## src/rtl/uart_reg_loader.sv

```systemverilog
// rtl/uart_reg_loader.sv - UART address/data byte-pair loader into a flat register bank
// Define PARITY_EN for 8E1 framing; the default build is 8N1.
module uart_reg_loader #(
  parameter int OSCRATE  = 12_000_000,
  parameter int BAUDRATE = 9600,
  parameter int REGS     = 16,
  parameter int LINK_MS  = 50
) (
  input  logic                    clk,
  input  logic                    rst,
  input  logic                    rx,
  output logic [REGS*8-1:0]       reg_bus,
  output logic                    wr_stb,
  output logic [$clog2(REGS)-1:0] wr_addr,
  output logic                    frame_err,
  output logic                    link,
  output logic                    blink
);

  localparam int AW         = $clog2(REGS);
  localparam int BIT_CYC    = OSCRATE / BAUDRATE;
  localparam int HALF_CYC   = BIT_CYC / 2;
  localparam int CW         = $clog2(BIT_CYC + 1);
  localparam int LINK_CYC   = (LINK_MS * OSCRATE) / 1000;
  localparam int LW         = (LINK_CYC > 0) ? $clog2(LINK_CYC + 1) : 1;
  localparam int BLINK_HALF = OSCRATE / 2;
  localparam int BW         = $clog2(BLINK_HALF);

  typedef enum logic [2:0] {
    S_IDLE,
    S_START,
    S_DATA,
`ifdef PARITY_EN
    S_PAR,
`endif
    S_STOP
  } rx_state_e;

  typedef enum logic {
    P_ADDR,
    P_DATA
  } parse_state_e;

  logic          rx_s1_q, rx_s2_q, rx_s3_q;
  logic          rx_fall;
  rx_state_e     state_q, state_d;
  logic [CW-1:0] cnt_q, cnt_d;
  logic [2:0]    bit_q, bit_d;
  logic [7:0]    shift_q, shift_d;
  logic          tick;
  logic          byte_vld_q, byte_vld_d;
  logic          frame_bad;
  logic          frame_err_q;
`ifdef PARITY_EN
  logic          par_err_q, par_err_d;
`endif

  parse_state_e  pstate_q, pstate_d;
  logic [AW-1:0] pend_q, pend_d;
  logic          addr_hit;
  logic          latch_en;
  logic          wr_en;
  logic [7:0]    bank_q [REGS];
  logic [AW-1:0] wr_addr_q;
  logic          wr_stb_q;
  logic [LW-1:0] link_cnt_q;
  logic [BW-1:0] div_q;
  logic          blink_q;

  // Third flop only feeds the falling-edge detector; the synchronised value is rx_s2_q.
  always_ff @(posedge clk) begin
    if (rst) begin
      rx_s1_q <= 1'b1;
      rx_s2_q <= 1'b1;
      rx_s3_q <= 1'b1;
    end else begin
      rx_s1_q <= rx;
      rx_s2_q <= rx_s1_q;
      rx_s3_q <= rx_s2_q;
    end
  end

  assign rx_fall = rx_s3_q & ~rx_s2_q;
  assign tick    = (cnt_q == CW'(1));

  always_ff @(posedge clk) begin
    if (rst) begin
      state_q <= S_IDLE;
    end else begin
      state_q <= state_d;
    end
  end

  always_comb begin
    state_d = state_q;
    case (state_q)
      S_IDLE:  if (rx_fall) state_d = S_START;
      S_START: if (tick) state_d = rx_s2_q ? S_IDLE : S_DATA;
      S_DATA: begin
        if (tick && bit_q == 3'd7) begin
`ifdef PARITY_EN
          state_d = S_PAR;
`else
          state_d = S_STOP;
`endif
        end
      end
`ifdef PARITY_EN
      S_PAR:   if (tick) state_d = S_STOP;
`endif
      S_STOP:  if (tick) state_d = S_IDLE;
      default: state_d = S_IDLE;
    endcase
  end

  always_comb begin
    cnt_d      = cnt_q;
    bit_d      = bit_q;
    shift_d    = shift_q;
    byte_vld_d = 1'b0;
    frame_bad  = 1'b0;
`ifdef PARITY_EN
    par_err_d  = par_err_q;
`endif
    case (state_q)
      S_IDLE: begin
        if (rx_fall) cnt_d = CW'(HALF_CYC);
      end
      S_START: begin
        bit_d = 3'd0;
`ifdef PARITY_EN
        par_err_d = 1'b0;
`endif
        cnt_d = tick ? CW'(BIT_CYC) : cnt_q - CW'(1);
      end
      S_DATA: begin
        if (tick) begin
          shift_d = {rx_s2_q, shift_q[7:1]};
          bit_d   = bit_q + 3'd1;
          cnt_d   = CW'(BIT_CYC);
        end else begin
          cnt_d = cnt_q - CW'(1);
        end
      end
`ifdef PARITY_EN
      S_PAR: begin
        if (tick) begin
          par_err_d = ^{shift_q, rx_s2_q};
          cnt_d     = CW'(BIT_CYC);
        end else begin
          cnt_d = cnt_q - CW'(1);
        end
      end
`endif
      S_STOP: begin
        if (tick) begin
`ifdef PARITY_EN
          if (rx_s2_q && !par_err_q) byte_vld_d = 1'b1;
          else                       frame_bad  = 1'b1;
`else
          if (rx_s2_q) byte_vld_d = 1'b1;
          else         frame_bad  = 1'b1;
`endif
        end else begin
          cnt_d = cnt_q - CW'(1);
        end
      end
      default: cnt_d = cnt_q;
    endcase
  end

  always_ff @(posedge clk) begin
    if (rst) begin
      cnt_q       <= '0;
      bit_q       <= '0;
      shift_q     <= '0;
      byte_vld_q  <= 1'b0;
      frame_err_q <= 1'b0;
`ifdef PARITY_EN
      par_err_q   <= 1'b0;
`endif
    end else begin
      cnt_q       <= cnt_d;
      bit_q       <= bit_d;
      shift_q     <= shift_d;
      byte_vld_q  <= byte_vld_d;
      frame_err_q <= frame_err_q | frame_bad;
`ifdef PARITY_EN
      par_err_q   <= par_err_d;
`endif
    end
  end

  // shift_q is stable while byte_vld_q is high: the FSM is in IDLE/START then.
  assign addr_hit = shift_q[7] && ((shift_q[6:0] >> AW) == 7'd0);

  always_ff @(posedge clk) begin
    if (rst) begin
      pstate_q <= P_ADDR;
    end else begin
      pstate_q <= pstate_d;
    end
  end

  always_comb begin
    pstate_d = pstate_q;
    if (frame_bad) begin
      pstate_d = P_ADDR;
    end else if (byte_vld_q) begin
      case (pstate_q)
        P_ADDR:  if (addr_hit) pstate_d = P_DATA;
        P_DATA:  pstate_d = P_ADDR;
        default: pstate_d = P_ADDR;
      endcase
    end
  end

  always_comb begin
    latch_en = byte_vld_q && (pstate_q == P_ADDR) && addr_hit;
    wr_en    = byte_vld_q && (pstate_q == P_DATA);
    pend_d   = latch_en ? shift_q[AW-1:0] : pend_q;
  end

  always_ff @(posedge clk) begin
    if (rst) begin
      pend_q    <= '0;
      wr_addr_q <= '0;
      wr_stb_q  <= 1'b0;
      for (int i = 0; i < REGS; i++) bank_q[i] <= '0;
    end else begin
      pend_q   <= pend_d;
      wr_stb_q <= wr_en;
      if (wr_en) begin
        bank_q[pend_q] <= shift_q;
        wr_addr_q      <= pend_q;
      end
    end
  end

  always_ff @(posedge clk) begin
    if (rst) begin
      link_cnt_q <= '0;
    end else if (byte_vld_q) begin
      link_cnt_q <= LW'(LINK_CYC);
    end else if (link_cnt_q != '0) begin
      link_cnt_q <= link_cnt_q - LW'(1);
    end
  end

  always_ff @(posedge clk) begin
    if (rst) begin
      div_q   <= '0;
      blink_q <= 1'b0;
    end else if (div_q == BW'(BLINK_HALF - 1)) begin
      div_q   <= '0;
      blink_q <= ~blink_q;
    end else begin
      div_q <= div_q + BW'(1);
    end
  end

  always_comb begin
    reg_bus = '0;
    for (int i = 0; i < REGS; i++) reg_bus[i*8 +: 8] = bank_q[i];
  end

  assign wr_stb    = wr_stb_q;
  assign wr_addr   = wr_addr_q;
  assign frame_err = frame_err_q;
  assign link      = (link_cnt_q != '0);
  assign blink     = blink_q;

endmodule
```

## config.mk

```make
export PLATFORM = sky130hd
export DESIGN_NAME = uart_reg_loader
export DESIGN_NICKNAME = d
export VERILOG_FILES = /design/src/rtl/uart_reg_loader.sv
export SDC_FILE = /design/constraint.sdc
export NUM_CORES = 1
export LEC_CHECK = 0
export ABC_AREA = 1
export BUFFER_PORTS_ARGS = -buffer_cell sky130_fd_sc_hd__buf_2
export CORE_MARGIN = 4
export CORE_UTILIZATION = 57
export CTS_CLUSTER_DIAMETER = 30
export CTS_CLUSTER_SIZE = 25
export DETAILED_ROUTE_END_ITERATION = 12
export PLACE_DENSITY_LB_ADDON = 0.12
export SKIP_LAST_GASP = 1
export SLEW_MARGIN = 20
export SYNTH_ARGS = -nofsm -noshare
export SYNTH_HDL_FRONTEND = slang
export SYNTH_SLANG_ARGS = --single-unit
```

## constraint.sdc

```tcl
create_clock -name clk -period 2 [get_ports clk]
set_input_delay 0.1 -clock clk [delete_from_list [all_inputs] [get_ports clk]]
set_output_delay 0.1 -clock clk [all_outputs]
set_load 0.02 [all_outputs]
```

==> results of run 1 <==
==> flip-flops by register name, summed over array words and instances (netlist names) <==
name and cells:
cnt_q 11, rx_s2_q 1, frame_err 1, bit_q 3, rx_s3_q 1, link_cnt_q 20
byte_vld_q 1, rx_s1_q 1, wr_stb 1, pstate_q 1, blink 1, div_q 23
shift_q 8, wr_addr 4, bank_q 128, state_q 2, pend_q 4
==> final cells by class <==
class / instances / share of cell area, %
Clock buffer: 44 / 9.11
Sequential cell: 211 / 48.9
Clock inverter: 27 / 2.32
Timing Repair Buffer: 171 / 8.49
Inverter: 88 / 2.93
Multi-Input combinational cell: 612 / 26.1
Tap cell: 188 / 2.09
==> how the worst min path moves through the flow <==
stage,from,endpoint,slack [ps],cells past startpoint
after global placement,rx,rx_s1_q,280,2
after detailed placement,rx,rx_s1_q,290,2
final,rx,rx_s1_q,310,3
after global routing,rx,rx_s1_q,360,3
after floorplan,rx,rx_s1_q,200,1
after CTS,rx,rx_s1_q,300,3
==> per-stage QoR <==
step / worst slack, ps / cell area (um2)
floorplan: 416 / 8870
global placement: 264 / 9930
detailed placement: 254 / 9930
CTS: 48.5 / 11200
global route: 21.3 / 11300
finish: 116 / 11300
==> routing by layer <==
| layer | up-vias | global-route usage, % | wire length [um] |
|---|---|---|---|
| met5 | - | 0 | 0 |
| met4 | 0 | 5.66 | 281 |
| met3 | 30 | 4.75 | 1440 |
| met2 | 255 | 38.4 | 10100 |
| met1 | 3282 | 30.0 | 8470 |
| li1 | 3465 | - | - |
==> worst reg2reg max path, cell delays in order (launching register included) <==
cell and delay (ps):
dfxtp_1 360, nand2_1 90, nor2_2 100, inv_1 160, nor3_4 320, nand2_2 100
nand2_1 280
==> power by group <==
group	switching [mW]	internal, mW
Sequential	0.230	4.91
Combinational	1.45	0.785
Clock	2.14	4.10
Total	3.82	9.79
==> what timing repair did <==
| item | CTS | global route |
|---|---|---|
| resized for setup | 1 | 0 |
| hold buffers | 2 | 0 |
| buffers inserted | 0 | 2 |
| pin swaps | 0 | 1 |
| hold endpoints to repair | 4 | 0 |
| setup endpoints to repair | 1 | 1 |
==> synth_stat cells (all sizes together) <==
master,number
edfxtp,128
xor2,9
a31oi,1
clkinv,7
o21ai,27
o21a,1
or2,6
nand4,13
a21o,1
a211oi,2
nor2,227
ha,12
nand3b,6
a21oi,52
o22ai,1
nand3,50
inv,81
nor4,1
clkbuf,12
dfxtp,83
buf,8
xnor2,4
nor3,26
nand2,173
==> cells by family (layout without fill, tap and decap cells) <==
logic type	Yosys count	in the layout	synth area share (%)
compound gates	85	85	4.93
simple gates	502	502	25.2
xor+xnor	13	13	1.28
fa+ha+maj	12	12	1.69
buf+inv	108	330	4.86
flops	211	211	62.0
==> flow_metrics.py, run 1 <==
metrics = {
    "run_status": {
        "status": "completed",
    },
    "worst_setup_path": {
        "reg2reg_depth": 6,
        "cp-start-kind": "flop",
        "cp_slowest_stage_delay_ps": 320,
        "crit_end": "link",
        "path_class": "reg2out",
        "worstPathRequired_ps": 1900,
        "crit_chain": "inv_1, ha_1, nand3_1, nor3_1, nand3_2, buf_2",
        "worstPathArrival_ps": 1780,
        "path_depth": 6,
        "crit_path_end_kind": "output port",
        "cp-startpoint": "link_cnt_q[0]",
        "r2r_setup_slack_ps": 270,
        "path_max_fanout": 5,
        "crit_slowest_cell": "dfxtp_1",
        "cp_num_buf_inv": 2,
        "critPathTopFamily": "simple AND/OR/NAND/NOR gates",
        "reg2reg_from": "byte_vld_q",
        "r2r-end": "bank_q[3][6]",
    },
    "cells_and_area": {
        "final_cell_mix": "217 x nor2_1, 151 x nand2_1, 138 x buf_2, 128 x edfxtp_1, 83 x dfxtp_1",
        "layout_commonest_cell": "nor2_1",
        "antenna_cells": 0,
        "final_util_pct": 74.0,
        "multi_input_area_um2": 2940,
        "areaGrowthSynthToFinish_pct": 26.8,
        "layout-drive-gt1-share_pct": 24.0,
        "layoutNonFillerInstCount": 1341,
        "fillers": 1110,
        "nets": 1138,
        "regArea_um2": 5510,
    },
    "timing": {
        "slew_headroom_pct": 54.9,
        "slew_violations": 0,
        "skew_ps": 24.5,
        "timing.hold.ws_ps": 313,
        "tightestPinTransition_ps": 676,
        "rsz0062_at_grt": "false",
        "final_hold_viol_count": 0,
        "setup_tns_ps": 0,
        "setup_viol": 0,
        "period_share_pct": 94.2,
        "period_needed_ps": 1880,
        "fmax_ghz": 0.531,
    },
    "clocking": {
        "clk_path_buf_depth": 3,
        "path_clk_slew_ps": 50,
        "clk_latency_ps": 510,
        "root_buffer": "clkbuf_16",
        "numCtsBuffers": 39,
        "cts_tree": "built",
        "cts_sinks": 211,
        "cts-htree-levels": 2,
    },
    "floorplanning": {
        "core_um2": 15200,
        "start_util_pct": 58.4,
        "fp.dieH_um": 133,
        "fp-row-count": 45,
        "io_pins": 139,
        "die_x_um": 133,
        "die-area_um2": 17600,
    },
    "global_routing": {
        "grt_pass1_vias": 6500,
        "grt.overflow.total": 0,
        "grtUsageTotal_pct": 22.7,
        "grt_pass1_wl_um": 32300,
        "grt_max_degree": 34,
        "antenna_found_initial": 0,
    },
    "hold_path": {
        "min-delay-path-class": "in2reg",
    },
    "route": {
        "drt_iter0_markers": 437,
        "first_pass_iters": 5,
        "drtAntennaViolNets": 0,
        "drc": 0,
        "routed-via-count": 7032,
        "wl_per_cell_um": 15.2,
        "avgViaCountPerCell": 5.24,
        "wirelength_um": 20300,
    },
    "synthesis": {
        "synth_cell_types": 36,
        "syn_area_um2": 8870,
        "ys_warn_count": 0,
        "post_synth_main_area_contributors": "edfxtp_1 43%, dfxtp_1 19%, nor2_1 9.2%, nand2_1 6.4%, inv_1 3.4%",
        "syn_nets": 946,
        "yosysTopAreaCell": "edfxtp_1",
        "ys_ff_latch": 211,
        "syn_avg_cell_area_um2": 9.53,
        "syn_inst": 931,
        "ys_seq_area_share_pct": 62.0,
        "synth_top_area_share_pct": 43.3,
    },
    "placement": {
        "dp.cells": 1266,
        "io_buffers": 138,
        "dp_hpwl_um": 13900,
        "place.gp.congestion": 0.887,
    },
    "power_and_ir_drop": {
        "p_total_mw": 13.6,
        "ir_worst_vdd_mv": 0.747,
        "leakage_nw": 4.51,
        "p_per_area_nw_per_um2": 1210,
    },
    "run": {
        "cap_violations": 0,
    },
}
Power figures use the tool's default switching activity.
==> inputs of run 2 (changes only) <==
--- a/config.mk
+++ b/config.mk
@@ -8,11 +8,11 @@
 export ABC_AREA = 1
 export BUFFER_PORTS_ARGS = -buffer_cell sky130_fd_sc_hd__buf_2
 export CORE_MARGIN = 4
-export CORE_UTILIZATION = 57
+export CORE_UTILIZATION = 51
 export CTS_CLUSTER_DIAMETER = 30
 export CTS_CLUSTER_SIZE = 25
 export DETAILED_ROUTE_END_ITERATION = 12
-export PLACE_DENSITY_LB_ADDON = 0.12
+export PLACE_DENSITY_LB_ADDON = 0.08
 export SKIP_LAST_GASP = 1
 export SLEW_MARGIN = 20
 export SYNTH_ARGS = -nofsm -noshare
==> constraint.sdc (replaced) <==
create_clock -name clk -period 1.6 [get_ports clk]
set_input_delay 0.08 -clock clk [delete_from_list [all_inputs] [get_ports clk]]
set_output_delay 0.08 -clock clk [all_outputs]
set_load 0.02 [all_outputs]
==> run 2 against run 1 <==
  * Setup slack got worse by 120 ps
  * The run now ends with negative setup slack left
  * Largest power group unchanged
  * Utilization decreased by 0.84 points
  * Die area increased by 11%
  * Hold slack got worse by 14 ps
  * Highest routed layer unchanged
  * Critical endpoint unchanged
==> flow_metrics.py, run 2 (synthesized netlist as in run 1, its figures left out) <==
metrics = {
    "run": {
        "cap_violations": 0,
    },
    "worst_setup_path": {
        "worstPathRequired_ps": 1520,
        "cp-start-kind": "flop",
        "cp-startpoint": "link_cnt_q[3]",
        "r2r-end": "bank_q[10][3]",
        "worstPathArrival_ps": 1520,
        "reg2reg_depth": 8,
        "reg2reg_from": "byte_vld_q",
        "path_class": "reg2out",
        "r2r_setup_slack_ps": 50,
        "crit_path_end_kind": "output port",
        "path_max_fanout": 4,
    },
    "clocking": {
        "numCtsBuffers": 42,
        "path_clk_slew_ps": 40,
        "cts-htree-levels": 2,
        "clk_latency_ps": 510,
        "cts_tree": "built",
        "root_buffer": "clkbuf_16",
        "cts_sinks": 211,
        "clk_path_buf_depth": 3,
    },
    "cells_and_area": {
        "layout_commonest_cell": "nor2_1",
        "layout-drive-gt1-share_pct": 31.8,
        "final_util_pct": 73.2,
        "fillers": 1261,
        "largest_reg_flops": 128,
        "antenna_cells": 0,
        "areaGrowthSynthToFinish_pct": 38.7,
        "final_cell_area_um2": 12300,
        "regMostFlops": "bank_q",
        "final_cell_mix": "211 x nor2_1, 139 x nand2_1, 137 x buf_2, 128 x edfxtp_1, 86 x buf_4",
        "largestRegisters": "bank_q x128, div_q x23, link_cnt_q x20",
        "nets": 1217,
    },
    "global_routing": {
        "grt_max_degree": 39,
        "grtUsageTotal_pct": 21.3,
        "grt_pass1_vias": 6907,
        "antenna_found_initial": 0,
        "grt_pass1_wl_um": 34200,
        "grt.overflow.total": 0,
    },
    "route": {
        "drc": 0,
        "wl_per_cell_um": 14.7,
        "avgViaCountPerCell": 5.00,
        "first_pass_iters": 5,
        "wirelength_um": 21400,
        "drtAntennaViolNets": 0,
        "routed-via-count": 7279,
        "drt_iter0_markers": 355,
    },
    "power_and_ir_drop": {
        "p_total_mw": 18.1,
        "p_per_area_nw_per_um2": 1470,
        "leakage_nw": 5.06,
        "sequentialPowerShare_pct": 35.6,
        "ir_worst_vdd_mv": 1.05,
        "combinationalPowerShare_pct": 19.2,
        "p_int_mw": 13.1,
        "p_clk_share_pct": 45.2,
        "switching_share_pct": 27.5,
        "switchingPower_mw": 4.96,
    },
    "placement": {
        "io_buffers": 138,
        "place_area_um2": 10600,
        "place.gp.congestion": 0.857,
        "dp_hpwl_um": 14400,
    },
    "hold_path": {
        "hold_depth": 3,
        "min_to": "rx_s1_q",
        "min-delay-path-class": "in2reg",
        "min-delay-start": "rx",
    },
    "timing": {
        "rsz0062_at_grt": "true",
        "period_needed_ps": 1600,
        "slew_violations": 0,
        "tightestPinTransition_ps": 441,
        "setup_tns_ps": -2.66,
        "worst_slack_ps": -2.66,
        "slew_headroom_pct": 70.3,
        "fmax_ghz": 0.624,
        "skew_ps": 24.3,
        "setup_viol": 1,
        "final_hold_viol_count": 0,
        "period_share_pct": 100,
        "timing.hold.ws_ps": 299,
    },
    "floorplanning": {
        "fp.dieH_um": 140,
        "die-area_um2": 19600,
        "fp-row-count": 47,
        "io_pins": 139,
        "die_x_um": 140,
        "start_util_pct": 52.8,
        "core_um2": 16800,
    },
    "run_status": {
        "violations": "negative setup slack",
        "status": "finished, violations left",
    },
}
==> run 2: worst max-delay path by stage <==
stage | cells after the start | slack [ps] | endpoint
after floorplan | 6 | 20 | bank_q[8][0]
after global placement | 8 | -10 | bank_q[14][2]
after detailed placement | 7 | -40 | bank_q[7][1]
after CTS | 6 | -70 | link
after global routing | 5 | -70 | link
final | 5 | -3 | link
==> run 2: what timing repair did <==
action / CTS / global route
setup buffers: 4 / 8
resized for setup: 10 / 43
hold buffers: 2 / 0
hold endpoints to repair: 2 / 0
setup endpoints to repair: 81 / 175
cloned: 0 / 3
pin swaps: 2 / 15
==> run 2: metal layers <==
layer	global-route usage, %	wire length (um)	vias up
met5	0	0	-
met4	6.63	454	0
met3	5.04	1270	41
met1	27.2	9040	3391
met2	36.2	10600	211
li1	-	-	3636
==> run 2: worst max-delay path, cell delays in order, from the launching register on <==
cell and delay (ps):
dfxtp_1 350, nor2_4 140, inv_1 90, nor3_2 180, nand3_2 110, buf_6 150
==> run 2: cell type report <==
cell class | instances | area [um2] | share of cell area (%)
tap | 220 | 275 | 2.24
inverter | 88 | 333 | 2.70
multi-input combinational | 612 | 3060 | 24.9
sequential | 211 | 5520 | 44.8
clock inverter | 24 | 228 | 1.85
clock buffer | 53 | 1130 | 9.21
timing repair buffer | 247 | 1770 | 14.3
==> run 2: power by group through the flow <==
stage	Combinational [mW]	Sequential (mW)	Clock [mW]
2_1_floorplan	1.97	6.66	0
3_3_place_gp	3.05	6.49	0
3_5_place_dp	3.10	6.49	0
4_1_cts	3.26	6.40	8.32
5_1_grt	3.92	6.47	8.62
6_report	3.47	6.43	8.18
==> run 2: stage by stage <==
stage | cells | setup slack, ps
2_1_floorplan | 931 | 16.5
3_3_place_gp | 1361 | -9.71
3_5_place_dp | 1361 | -36.2
4_1_cts | 1444 | -69.6
5_1_grt | 1455 | -68.5
6_report | 1455 | -2.66
==> inputs of run 3 (changes only) <==
--- a/config.mk
+++ b/config.mk
@@ -7,8 +7,10 @@
 export LEC_CHECK = 0
 export ABC_AREA = 1
 export BUFFER_PORTS_ARGS = -buffer_cell sky130_fd_sc_hd__buf_2
-export CORE_MARGIN = 4
-export CORE_UTILIZATION = 51
+export CELL_PAD_IN_SITES_DETAIL_PLACEMENT = 1
+export CELL_PAD_IN_SITES_GLOBAL_PLACEMENT = 1
+export CORE_MARGIN = 10
+export CORE_UTILIZATION = 39
 export CTS_CLUSTER_DIAMETER = 30
 export CTS_CLUSTER_SIZE = 25
 export DETAILED_ROUTE_END_ITERATION = 12
==> constraint.sdc (replaced) <==
create_clock -name clk -period 1.4 [get_ports clk]
set_input_delay 0.07 -clock clk [delete_from_list [all_inputs] [get_ports clk]]
set_output_delay 0.07 -clock clk [all_outputs]
set_load 0.02 [all_outputs]
==> run 3 against run 2 <==
  * Count of clock-buffer cells in the layout is 1 higher
  * Power is 33% higher
  * Largest cell class unchanged
  * Clock power is 34% higher
  * The run still ends with negative setup slack left
  * Utilization is 6.1 points lower
  * Hold slack worse by 39 ps
  * Global-route usage is 1.5 points lower
  * Clock skew is 3.2 ps higher
  * Sequential power is 15% higher
==> flow_metrics.py, run 3 (synthesized netlist as in run 1, its figures left out) <==
metrics = {
    "clocking": {
        "path_clk_slew_ps": 50,
        "clk_latency_ps": 540,
        "cts_sinks": 211,
        "numCtsBuffers": 45,
        "cts_tree": "built",
        "cts-htree-levels": 2,
        "root_buffer": "clkbuf_16",
        "clk_path_buf_depth": 3,
    },
    "timing": {
        "skew_ps": 27.5,
        "period_needed_ps": 1700,
        "fmax_ghz": 0.587,
        "slew_violations": 0,
        "timing.hold.ws_ps": 260,
        "slew_headroom_pct": 63.5,
        "setup_viol": 328,
        "worst_slack_ps": -303,
        "period_share_pct": 122,
        "tightestPinTransition_ps": 547,
        "rsz0062_at_grt": "true",
        "final_hold_viol_count": 0,
    },
    "global_routing": {
        "grtUsageTotal_pct": 19.8,
        "grtUsageMet3_pct": 4.08,
        "antenna_found_initial": 0,
        "grt.overflow.total": 0,
        "grt_max_degree": 26,
        "use_met1_pct": 23.7,
        "gr-usage-met2_pct": 34.6,
        "grt.busiest_layer": "met2",
        "grt_pass1_vias": 8391,
        "grt_pass1_wl_um": 45600,
    },
    "power_and_ir_drop": {
        "p_total_mw": 24.0,
        "p_per_area_nw_per_um2": 1590,
        "leakage_nw": 5.78,
        "ir_worst_vdd_mv": 1.04,
    },
    "cells_and_area": {
        "regMostFlops": "bank_q",
        "final_cell_area_um2": 15100,
        "largestRegisters": "bank_q x128, div_q x23, link_cnt_q x20",
        "final_cell_mix": "140 x nor2_4, 137 x buf_2, 129 x buf_4, 128 x edfxtp_1, 107 x nand2_1",
        "areaGrowthSynthToFinish_pct": 70.2,
        "layout_commonest_cell": "nor2_4",
        "largest_reg_flops": 128,
        "nets": 1297,
        "antenna_cells": 0,
        "layoutNonFillerInstCount": 1604,
        "layout-drive-gt1-share_pct": 57.1,
    },
    "hold_path": {
        "min-delay-path-class": "in2reg",
        "hold_depth": 3,
        "min-delay-start": "rx",
        "min_to": "rx_s1_q",
    },
    "worst_setup_path": {
        "cp-start-kind": "flop",
        "worstPathRequired_ps": 1860,
        "crit_slowest_cell": "dfxtp_2",
        "crit_path_end_kind": "flop",
        "r2r-end": "shift_q[0]",
        "path_class": "reg2reg",
        "cp_slowest_stage_delay_ps": 320,
        "path_max_fanout": 5,
        "r2r_setup_slack_ps": -300,
        "worstPathArrival_ps": 2160,
        "reg2reg_from": "cnt_q[1]",
        "reg2reg_depth": 10,
        "crit_chain": "inv_2, ha_4, nand2_4, nor2_4, nand2_4, nor2_4, buf_6, buf_6, o21ai_2, a21oi_1",
    },
    "route": {
        "wl_per_cell_um": 23.4,
        "wirelength_um": 37600,
        "drc": 0,
        "first_pass_iters": 5,
        "drtAntennaViolNets": 0,
        "drt_iter0_markers": 512,
        "avgViaCountPerCell": 5.23,
        "routed-via-count": 8382,
    },
    "placement": {
        "io_buffers": 138,
        "dp.cells": 1474,
        "place_area_um2": 11000,
        "place.gp.congestion": 0.808,
        "dp_hpwl_um": 19800,
    },
    "run_status": {
        "violations": "negative setup slack",
        "status": "finished, violations left",
    },
    "run": {
        "cap_violations": 0,
    },
    "floorplanning": {
        "start_util_pct": 39.4,
        "fp.dieH_um": 171,
        "core_um2": 22500,
        "die_x_um": 171,
        "io_pins": 139,
        "die-area_um2": 29200,
        "fp-row-count": 55,
    },
}
-- run 3: cell types whose count changed in the layout (fill, tap and decap cells not counted), moves of 22 or more --
cell	change
nor2_4	+132
nor2_1	-148
buf_4	+43
buf_6	+28
a21oi_1	-22
nand2_1	-32
-- run 3: worst max path at each step --
stage	start	cells past startpoint	endpoint
floorplan	byte_vld_q	6	bank_q[15][0]
global placement	pstate_q	6	bank_q[10][0]
detailed placement	div_q[22]	8	div_q[7]
CTS	link_cnt_q[1]	6	link
global route	cnt_q[1]	10	shift_q[0]
finish	cnt_q[1]	10	shift_q[0]
-- run 3: worst max-delay path, delay by kind of cell (launching register included) --
family | cells | cell delay (ps)
and+or+nand+nor | 4 | 520
buffers and inverters | 3 | 390
DFF | 1 | 320
AOI/OAI and AO/OA | 2 | 240
adders and majority gates | 1 | 160
-- run 3: repair_timing --
item,4_1_cts,5_1_grt
hold buffers,2,0
resized for setup,233,358
pin swaps,41,70
endpoints found under the setup margin,310,326
setup buffers,19,35
endpoints found under the hold margin,2,0
gates cloned,1,2
-- run 3: metrics by stage --
step	utilization (%)	TNS, ps	setup slack (ps)
4_1_cts	60.0	-24380	-241
6_report	67.1	-59120	-303
3_5_place_dp	49.0	-17720	-138
3_3_place_gp	49.0	-10030	-102
5_1_grt	67.1	-76620	-369
2_1_floorplan	-	-3290	-62.6
-- run 3: layout make-up --
cell class,count,area [um2]
clock buffers,54,1220
clock inverters,30,324
fillers,2302,7390
inverters,88,350
multi-input cells,612,4800
flip-flops and latches,211,5540
well taps,285,357
repair buffers,324,2510
-- run 3: power by group --
| group | total (mW) | internal (mW) | switching (mW) |
|---|---|---|---|
| clock network | 11.0 | 7.31 | 3.64 |
| registers | 7.42 | 7.05 | 0.363 |
| logic | 5.64 | 2.38 | 3.26 |
| total | 24.0 | 16.7 | 7.27 |
-- run 3: per-layer routing --
layer	vias to the layer above	routed length [um]
met5	-	0
met4	0	956
met3	64	1940
met2	257	20100
met1	4244	14600
li1	3817	-
